$ cat src/rtl/ntt_butterfly.sv
// -----------------------------------------------------------------------------
// ntt_butterfly
//
// Pipelined radix-2 modular butterfly over Z_Q for the NTT datapath.
// Accepts one butterfly per clock and produces it five register stages later.
// There is no backpressure.
//
//   Cooley-Tukey (CT):     x = (a + b*w) mod Q,  y = (a - b*w) mod Q
//   Gentleman-Sande (GS):  x = (a + b) mod Q,    y = ((a - b)*w) mod Q
//
// The modular product is reduced with Barrett reduction. MU is derived
// locally from Q. The additive operand travels beside the multiplier so that
// both operands line up at the final add/sub stage. That operand is a in CT
// mode and (a+b) mod Q in GS mode.
//
// Configuration macro: BF_GS_EN
//   defined   : the GS path is built in, and in_mode selects CT or GS for each
//               transaction. The mode travels with the data.
//   undefined : in_mode is ignored and every transaction is CT. The stage-1
//               add/sub logic and the mode pipeline are not built.
//               Latency and the port list do not change.
//
// Parameters:
//   DATA : coefficient width in bits
//   Q    : odd modulus with 2^(DATA-1) < Q < 2^DATA
//
// Ports:
//   clk       in   rising-edge clock
//   reset     in   asynchronous, active-high; clears every pipeline register
//   in_valid  in   in_a/in_b/in_w/in_mode are valid this cycle
//   in_mode   in   0 = CT, 1 = GS (only with BF_GS_EN)
//   in_a      in   DATA bits, operand a (< Q)
//   in_b      in   DATA bits, operand b (< Q)
//   in_w      in   DATA bits, twiddle   (< Q)
//   out_valid out  out_x/out_y are valid
//   out_x     out  DATA bits, first result in [0, Q)
//   out_y     out  DATA bits, second result in [0, Q)
// -----------------------------------------------------------------------------
module ntt_butterfly #(
  parameter int unsigned     DATA = 32,
  parameter longint unsigned Q    = 64'd3221225473
) (
  input  logic            clk,
  input  logic            reset,
  input  logic            in_valid,
  input  logic            in_mode,
  input  logic [DATA-1:0] in_a,
  input  logic [DATA-1:0] in_b,
  input  logic [DATA-1:0] in_w,
  output logic            out_valid,
  output logic [DATA-1:0] out_x,
  output logic [DATA-1:0] out_y
);

  // ---------------------------------------------------------------------------
  // Constants
  // ---------------------------------------------------------------------------
  localparam logic [DATA-1:0]   QD      = Q[DATA-1:0];
  localparam logic [DATA:0]     Q1      = {1'b0, QD};
  localparam logic [DATA+1:0]   Q2      = {2'b00, QD};
  // MU = floor(2^(2*DATA) / Q). This value fits in DATA+1 bits because
  // Q > 2^(DATA-1).
  localparam logic [2*DATA:0]   POW2    = {1'b1, {(2*DATA){1'b0}}};
  localparam logic [2*DATA:0]   MU_FULL = POW2 / {{(DATA+1){1'b0}}, QD};
  localparam logic [DATA:0]     MU      = MU_FULL[DATA:0];

  // ---------------------------------------------------------------------------
  // Stage 1: capture inputs (plus s/d pre-sums in GS builds)
  // ---------------------------------------------------------------------------
  logic            s1_valid;
  logic [DATA-1:0] s1_a;
  logic [DATA-1:0] s1_b;
  logic [DATA-1:0] s1_w;

`ifdef BF_GS_EN
  logic            s1_mode;
  logic [DATA-1:0] s1_s;
  logic [DATA-1:0] s1_d;
  logic [DATA:0]   pre_sum;
  logic [DATA:0]   pre_diff;
  logic [DATA-1:0] s_next;
  logic [DATA-1:0] d_next;

  always_comb begin
    pre_sum  = {1'b0, in_a} + {1'b0, in_b};
    pre_diff = {1'b0, in_a} - {1'b0, in_b};
    s_next   = (pre_sum >= Q1) ? DATA'(pre_sum - Q1) : DATA'(pre_sum);
    // The MSB of the one-bit-wider difference is the borrow. Adding Q then
    // wraps the value back into [0, Q).
    d_next   = pre_diff[DATA] ? DATA'(pre_diff + Q1) : DATA'(pre_diff);
  end
`else
  // Mode has no effect in a CT-only build.
  logic unused_mode;
  assign unused_mode = in_mode;
`endif

  always_ff @(posedge clk or posedge reset) begin
    if (reset) begin
      s1_valid <= 1'b0;
      s1_a     <= '0;
      s1_b     <= '0;
      s1_w     <= '0;
`ifdef BF_GS_EN
      s1_mode  <= 1'b0;
      s1_s     <= '0;
      s1_d     <= '0;
`endif
    end else begin
      s1_valid <= in_valid;
      s1_a     <= in_a;
      s1_b     <= in_b;
      s1_w     <= in_w;
`ifdef BF_GS_EN
      s1_mode  <= in_mode;
      s1_s     <= s_next;
      s1_d     <= d_next;
`endif
    end
  end

  // ---------------------------------------------------------------------------
  // Stage 2: full-width product p = m1 * w
  // ---------------------------------------------------------------------------
  logic [DATA-1:0]   mul_op;
  logic [DATA-1:0]   carry_op;
  logic [2*DATA-1:0] p_next;

  always_comb begin
`ifdef BF_GS_EN
    mul_op   = s1_mode ? s1_d : s1_b;
    carry_op = s1_mode ? s1_s : s1_a;
`else
    mul_op   = s1_b;
    carry_op = s1_a;
`endif
    p_next = {{DATA{1'b0}}, mul_op} * {{DATA{1'b0}}, s1_w};
  end

  logic              s2_valid;
  logic [2*DATA-1:0] s2_p;
  logic [DATA-1:0]   s2_c;
`ifdef BF_GS_EN
  logic              s2_mode;
`endif

  always_ff @(posedge clk or posedge reset) begin
    if (reset) begin
      s2_valid <= 1'b0;
      s2_p     <= '0;
      s2_c     <= '0;
`ifdef BF_GS_EN
      s2_mode  <= 1'b0;
`endif
    end else begin
      s2_valid <= s1_valid;
      s2_p     <= p_next;
      s2_c     <= carry_op;
`ifdef BF_GS_EN
      s2_mode  <= s1_mode;
`endif
    end
  end

  // ---------------------------------------------------------------------------
  // Stage 3: Barrett quotient estimate qh = ((p >> (DATA-1)) * MU) >> (DATA+1)
  // ---------------------------------------------------------------------------
  logic [DATA:0]     p_hi;
  logic [2*DATA+1:0] qh_prod;
  logic [DATA:0]     qh_next;

  always_comb begin
    p_hi    = s2_p[2*DATA-1:DATA-1];
    qh_prod = {{(DATA+1){1'b0}}, p_hi} * {{(DATA+1){1'b0}}, MU};
    qh_next = (DATA+1)'(qh_prod >> (DATA+1));
  end

  logic            s3_valid;
  logic [DATA:0]   s3_qh;
  // qh underestimates floor(p/Q) by at most 2, so p - qh*Q < 3Q < 2^(DATA+2).
  // Only the low DATA+2 bits of p are needed from this point on.
  logic [DATA+1:0] s3_p;
  logic [DATA-1:0] s3_c;
`ifdef BF_GS_EN
  logic            s3_mode;
`endif

  always_ff @(posedge clk or posedge reset) begin
    if (reset) begin
      s3_valid <= 1'b0;
      s3_qh    <= '0;
      s3_p     <= '0;
      s3_c     <= '0;
`ifdef BF_GS_EN
      s3_mode  <= 1'b0;
`endif
    end else begin
      s3_valid <= s2_valid;
      s3_qh    <= qh_next;
      s3_p     <= s2_p[DATA+1:0];
      s3_c     <= s2_c;
`ifdef BF_GS_EN
      s3_mode  <= s2_mode;
`endif
    end
  end

  // ---------------------------------------------------------------------------
  // Stage 4: remainder r = p - qh*Q on DATA+2 bits, then up to two -Q folds
  // ---------------------------------------------------------------------------
  logic [2*DATA+1:0] qhq_full;
  logic [DATA+1:0]   rem0;
  logic [DATA+1:0]   rem1;
  logic [DATA+1:0]   rem2;
  logic [DATA-1:0]   m_next;

  always_comb begin
    qhq_full = {{(DATA+1){1'b0}}, s3_qh} * {{(DATA+2){1'b0}}, QD};
    // Modular arithmetic on DATA+2 bits is exact because the true remainder
    // fits in that width.
    rem0   = s3_p - (DATA+2)'(qhq_full);
    rem1   = (rem0 >= Q2) ? rem0 - Q2 : rem0;
    rem2   = (rem1 >= Q2) ? rem1 - Q2 : rem1;
    m_next = DATA'(rem2);
  end

  logic            s4_valid;
  logic [DATA-1:0] s4_m;
  logic [DATA-1:0] s4_c;
`ifdef BF_GS_EN
  logic            s4_mode;
`endif

  always_ff @(posedge clk or posedge reset) begin
    if (reset) begin
      s4_valid <= 1'b0;
      s4_m     <= '0;
      s4_c     <= '0;
`ifdef BF_GS_EN
      s4_mode  <= 1'b0;
`endif
    end else begin
      s4_valid <= s3_valid;
      s4_m     <= m_next;
      s4_c     <= s3_c;
`ifdef BF_GS_EN
      s4_mode  <= s3_mode;
`endif
    end
  end

  // ---------------------------------------------------------------------------
  // Stage 5: final add/sub (CT) or pass-through (GS)
  // ---------------------------------------------------------------------------
  logic [DATA:0]   fin_sum;
  logic [DATA:0]   fin_diff;
  logic [DATA-1:0] x_ct;
  logic [DATA-1:0] y_ct;
  logic [DATA-1:0] x_next;
  logic [DATA-1:0] y_next;

  always_comb begin
    fin_sum  = {1'b0, s4_c} + {1'b0, s4_m};
    fin_diff = {1'b0, s4_c} - {1'b0, s4_m};
    x_ct     = (fin_sum >= Q1) ? DATA'(fin_sum - Q1) : DATA'(fin_sum);
    y_ct     = fin_diff[DATA] ? DATA'(fin_diff + Q1) : DATA'(fin_diff);
    x_next   = x_ct;
    y_next   = y_ct;
`ifdef BF_GS_EN
    if (s4_mode) begin
      x_next = s4_c;
      y_next = s4_m;
    end
`endif
  end

  always_ff @(posedge clk or posedge reset) begin
    if (reset) begin
      out_valid <= 1'b0;
      out_x     <= '0;
      out_y     <= '0;
    end else begin
      out_valid <= s4_valid;
      out_x     <= x_next;
      out_y     <= y_next;
    end
  end

endmodule

$ cat config.mk
export PLATFORM = sky130hd
export DESIGN_NAME = ntt_butterfly
export DESIGN_NICKNAME = d
export VERILOG_FILES = /design/src/rtl/ntt_butterfly.sv
export SDC_FILE = /design/constraint.sdc
export NUM_CORES = 2
export LEC_CHECK = 0
export CAP_MARGIN = 20
export CORE_MARGIN = 4
export CORE_UTILIZATION = 66
export CTS_BUF_LIST = sky130_fd_sc_hd__clkbuf_8
export DETAILED_ROUTE_END_ITERATION = 12
export PLACE_DENSITY = 0.84
export SLEW_MARGIN = 0
export SYNTH_ARGS = -nofsm -noshare
export SYNTH_HDL_FRONTEND = slang
export SYNTH_SLANG_ARGS = --single-unit
$ cat constraint.sdc
create_clock -name clk -period 16.85 [get_ports clk]
set_input_delay 2.5275 -clock clk [delete_from_list [all_inputs] [get_ports clk]]
set_output_delay 2.5275 -clock clk [all_outputs]
set_load 0.01 [all_outputs]
After elaboration in Yosys (flattened, before gate mapping)
Index checks and enable logic that the tools add are counted.
{"block": "word_totals", "regBits": 424, "memories": 0, "latchBits": 0, "out_inout_bits": 65, "wordCells": 34, "ram_bits": 0, "input_bits": 100, "rom_bits": 0}
{"block": "op_classes", "n_eq_ne": 0, "add_sub_neg": 7, "mul": 3, "n_reduce_logical": 0, "muxes": 4, "shift": 0, "n_div": 0, "magnitude_cmp": 3, "bitwise": 0}
{"cell": "32-bit 2-to-1 mux", "count": 3}
{"cell": "34-bit by 32-bit >= comparator with 1-bit output, second input constant", "count": 2}
{"cell": "33-bit by 33-bit multiplier with 66-bit output, second input constant", "count": 1}
{"cell": "32-bit by 32-bit multiplier with 64-bit output", "count": 1}
{"cell": "32-bit subtractor, second input constant", "count": 2}
{"cell": "33-bit by 32-bit multiplier with 34-bit output, second input constant", "count": 1}
{"cell": "34-bit 2-to-1 mux", "count": 1}
{"cell": "34-bit by 32-bit subtractor with 34-bit output, second input constant", "count": 1}
{"cell": "34-bit subtractor", "count": 1}
{"cell": "32-bit by 32-bit adder with 33-bit output", "count": 1}
{"cell": "33-bit by 32-bit >= comparator with 1-bit output, second input constant", "count": 1}
{"cell": "32-bit by 32-bit subtractor with 33-bit output", "count": 1}
{"cell": "32-bit adder, second input constant", "count": 1}

Depth between registers and ports, before layout
{"block": "depth", "word_depth": 6, "depth_mapped": 35, "mapped_depth_nobuf": 33}

Least setup slack after synthesis
No wires, ideal clock.
{"block": "synth_timing", "path_kind": "reg-to-reg", "startpoint": "reg s1_b[17], in the netlist mul_op[17]", "endpoint": "reg s2_p[62]", "setup_slack_ps": 8549, "path_stages_with_launch": 32, "n_path_buf": 1, "arrival_time_ps": 8222, "synth_period_minus_slack_ps": 8301, "required_ps": 16771, "setup_ps": 79, "cell_sequence": "dfrtp_1 clkbuf_1 nand2_1 fa_1 inv_1 fa_1 inv_1 fa_1 inv_1 fa_1 inv_1 fa_1 inv_1 fa_1 fa_1 inv_1 fa_1 inv_1 ha_1 nand3_1 or3_1 nor4_1 o311ai_0 and3_1 o21a_1 o21a_1 o21ai_0 a311oi_1 o31ai_1 a21oi_1 o21ai_0 xor2_1"}
{"block": "synth_via", "elab_chain_len": 1}
{"item": "start, declared", "line": "72", "rtl": "logic [DATA-1:0] s1_b;"}
{"item": "start signal, assigned", "line": "112", "rtl": "s1_b <= in_b;"}
{"item": "32-bit by 32-bit multiplier with 64-bit output", "line": "137", "rtl": "p_next = {{DATA{1'b0}}, mul_op} * {{DATA{1'b0}}, s1_w};"}
{"item": "named net p_next[62]", "line": "127", "rtl": "logic [2*DATA-1:0] p_next;"}
{"item": "end signal, assigned", "line": "157", "rtl": "s2_p <= p_next;"}
{"item": "end, declared", "line": "141", "rtl": "logic [2*DATA-1:0] s2_p;"}
The timed path passes the listed nets, and every way through them passes these cells.

Final worst setup path
{"block": "layout_timing", "startpoint": "reg s1_w[2]", "endpoint": "reg s2_p[62]"}
{"block": "layout_via", "elab_chain_len": 1}
{"item": "start, declared", "line": "73", "rtl": "logic [DATA-1:0] s1_w;"}
{"item": "start signal, assigned", "line": "113", "rtl": "s1_w <= in_w;"}
{"item": "32-bit by 32-bit multiplier with 64-bit output", "line": "137"}
{"item": "named net p_next[62]", "line": "127"}
The timed path passes the listed nets, and every way through them passes these cells.

==> run_results.csv <==
group,metric,value,unit
run_status,outcome,"completed",
worst_setup_path,crit_top_cell,"fa_1",
placed_design,numPortBuffers,163,
grt,grt_start_max_net_pins,162,
synthesis,ys_types,105,
worst_setup_path,path_buf_inv,8,
routing,drc,0,
routing,avgRoutedWirePerCell,19.7,um
synthesis,synth_top_cell_area_share,37.5,%
timing,clock.fmax,0.100,GHz
timing,drv_slew,0,
placed_design,dpl.hpwl,142,mm
timing,whs,0.295,ns
clock_network,clock-sinks,424,
routing,drt_pre_antenna_iters,6,
run,cap_violations,0,
floorplanning,start_util,66.5,%
finish,area_growth,6.83,%
grt,grt-ovfl-total,0,
worst_setup_path,crit_fanout,32,
grt,first_global_vias,55846,
grt,grt_first_pass_wirelength,287,mm
worst_setup_path,endpoint_kind,"flip-flop",
synthesis,ys_warn_count,0,
floorplanning,dieArea,0.113,mm2
clock_network,cts_max_level,3,
timing,slew_headroom,26.5,%
synthesis,syn_inst,7378,
floorplanning,coreArea,0.107,mm2
timing,worst_slew_pin_slew,1.10,ns
timing,rsz0062_at_grt,"false",
routing,ant_nets,0,
grt,grt_use_met1,41.4,%
worst_setup_path,cpLargestDelayFamily,"adder cells",
finish,drive_gt1_share,3.38,%
synthesis,syn_avg_cell_area,9.65,um2
grt,antenna_found_initial,1,
grt,use_met3,6.44,%
worst_setup_path,slowest_delay,0.82,ns
floorplanning,io_pins,165,
finish,final_area,0.0760,mm2
worst_setup_path,critical_path_required,17.46,ns
synthesis,ys_seq_area_share,14.9,%
clock_network,cts_tree,"done",
finish,nFillCells,7689,
synthesis,synth-edff-count,0,
timing,hold_violations,0,
timing,fin_crit_sh,59.4,%
synthesis,ys.flop_type,"dfrtp_1",
routing,vias_per_cell,5.73,
clock_network,insertion_delay,0.72,ns
routing,route.vias.total,51090,
grt,met2_usage,53.8,%
clock_network,cts-buffers-inserted,74,
clock_network,cts_root_buffer,"clkbuf_8",
clock_network,hold_buffers,0,
floorplanning,die_h,336,um
timing,finalSetupViolCount,0,
floorplanning,die_w,336,um
clock_network,ctsResizeCount,0,
timing,worst_clock_skew,0.0619,ns
timing,finalCriticalPeriod,10.00,ns
synthesis,synth_nets,9678,
timing,fin_setup_tns,0,ns
routing,drt_iter0_drc,3587,
worst_setup_path,cp_data_arrival_time,10.61,ns
finish,utilization,71.0,%
grt,grtUsageTotal,32.4,%
grt,gr-max-usage-layer,"met2",
synthesis,synth_area,0.0712,mm2
synthesis,yosys-top-cells-area,"fa_1 (37%), ha_1 (15%), dfrtp_1 (15%)",
placed_design,gp_congestion,0.954,
finish,fin_nets,9755,
clock_network,clock_path_buffers,3,
worst_setup_path,cpMaxStageDelayCell,"o31ai_1",
clock_network,cts.clk_slew.worst_paths,0.07,ns
clock_network,post_cts_buffers,0,
worst_setup_path,cp-start-kind,"flip-flop",
worst_hold_path,hp-class,"flip-flop to flip-flop",
synthesis,synthArstFlopShare,100,%
routing,routed_wl,176,mm
placed_design,placedInstanceArea,0.0742,mm2
synthesis,synth_top_area_cell,"fa_1",
synthesis,ys_ff_latch,424,
floorplanning,core.rowCount,120,
worst_setup_path,critPathKind,"flip-flop to flip-flop",
layer usage:
metal	vias to the layer above	part of all wire (%)
met1	25586	39
met3	604	8.5
met5	-	0
met4	0	5.1
met2	2300	47
li1	22600	-
synthesized netlist by cell type (all sizes together) (9+ instances only):
master   count
or4         11
a21o        84
or2         11
a211o       13
dfrtp      424
or3         29
nand4       38
nand3       74
nor2b       32
o2111ai      9
a2111oi     11
clkbuf     226
nor4        31
o21bai      29
and4        11
a31oi       29
ha         868
nor2       166
nand2      900
buf         12
a211oi      30
inv       1838
and3        32
a21oi      184
o31ai       16
a221oi      11
o211ai      29
o21ai      104
fa        1332
xor2        75
o21a        36
xnor2      186
nor3        62
and2       286
nand2b      35
cells by family after synthesis:
group / share of synthesized area, %
fa+ha+maj: 52.7
buf+inv: 11.0
simple gates: 11.7
compound gates: 6.32
flops: 14.9
xor+xnor: 3.23
mux: 0.116
cell type report:
type,count,area (um2),area share (%)
clock buffer,90,1240,1.63
clock inverter,45,499,0.657
timing repair buffer,239,2280,3.00
tap,1403,1760,2.31
sequential,424,10600,14.0
inverter,1840,6910,9.09
multi-input combinational,4876,52700,69.4
antenna,1,2.50,0.00329
sequential cells by signal, indices dropped and copies added (netlist names), 32 cells and up:
register / count
out_x: 32
mul_op: 32
s2_p: 64
s3_p: 34
s2_c: 32
s1_w: 32
carry_op: 32
out_y: 32
s4_m: 32
s3_qh: 33
s3_c: 32
s4_c: 32
cells in the final DEF, fill, tap and decap left out, drive strengths merged, types with 29 or more instances in the layout:
master | synthesis | routed
inv | 1838 | 1862
fa | 1332 | 1332
nand2 | 900 | 900
ha | 868 | 868
dfrtp | 424 | 424
and2 | 286 | 286
xnor2 | 186 | 186
a21oi | 184 | 184
nor2 | 166 | 166
clkdlybuf4s50 | 0 | 163
o21ai | 104 | 104
clkbuf | 226 | 91
a21o | 84 | 84
xor2 | 75 | 75
buf | 12 | 75
nand3 | 74 | 74
nor3 | 62 | 62
nand4 | 38 | 38
o21a | 36 | 36
nand2b | 35 | 35
nor2b | 32 | 32
and3 | 32 | 32
nor4 | 31 | 31
a211oi | 30 | 30
o21bai | 29 | 29
or3 | 29 | 29
o211ai | 29 | 29
a31oi | 29 | 29
final timing paths:
check	startpoint	to	slack, ns	depth (start not counted)
min in group asynchronous	reset	s4_m[27]	2.38	2
worst min register to register	s2_p[16]	s3_p[16]	0.29	0
worst min-delay path	s2_p[16]	s3_p[16]	0.29	0
worst max-delay path	s1_w[2]	s2_p[62]	6.85	32
max in group asynchronous	reset	s2_c[12]	13.03	3
worst max register to register	s1_w[2]	s2_p[62]	6.85	32
stage by stage:
stage	worst slack (ns)	instances
final	6.85	8918
after floorplan	2.52	7378
after CTS	6.63	8911
after global placement	6.77	8775
after detailed placement	6.63	8776
after global routing	6.40	8918
Power is not shown: default switching activity piles up to over one toggle a cycle in this logic, so the estimate is an artifact.
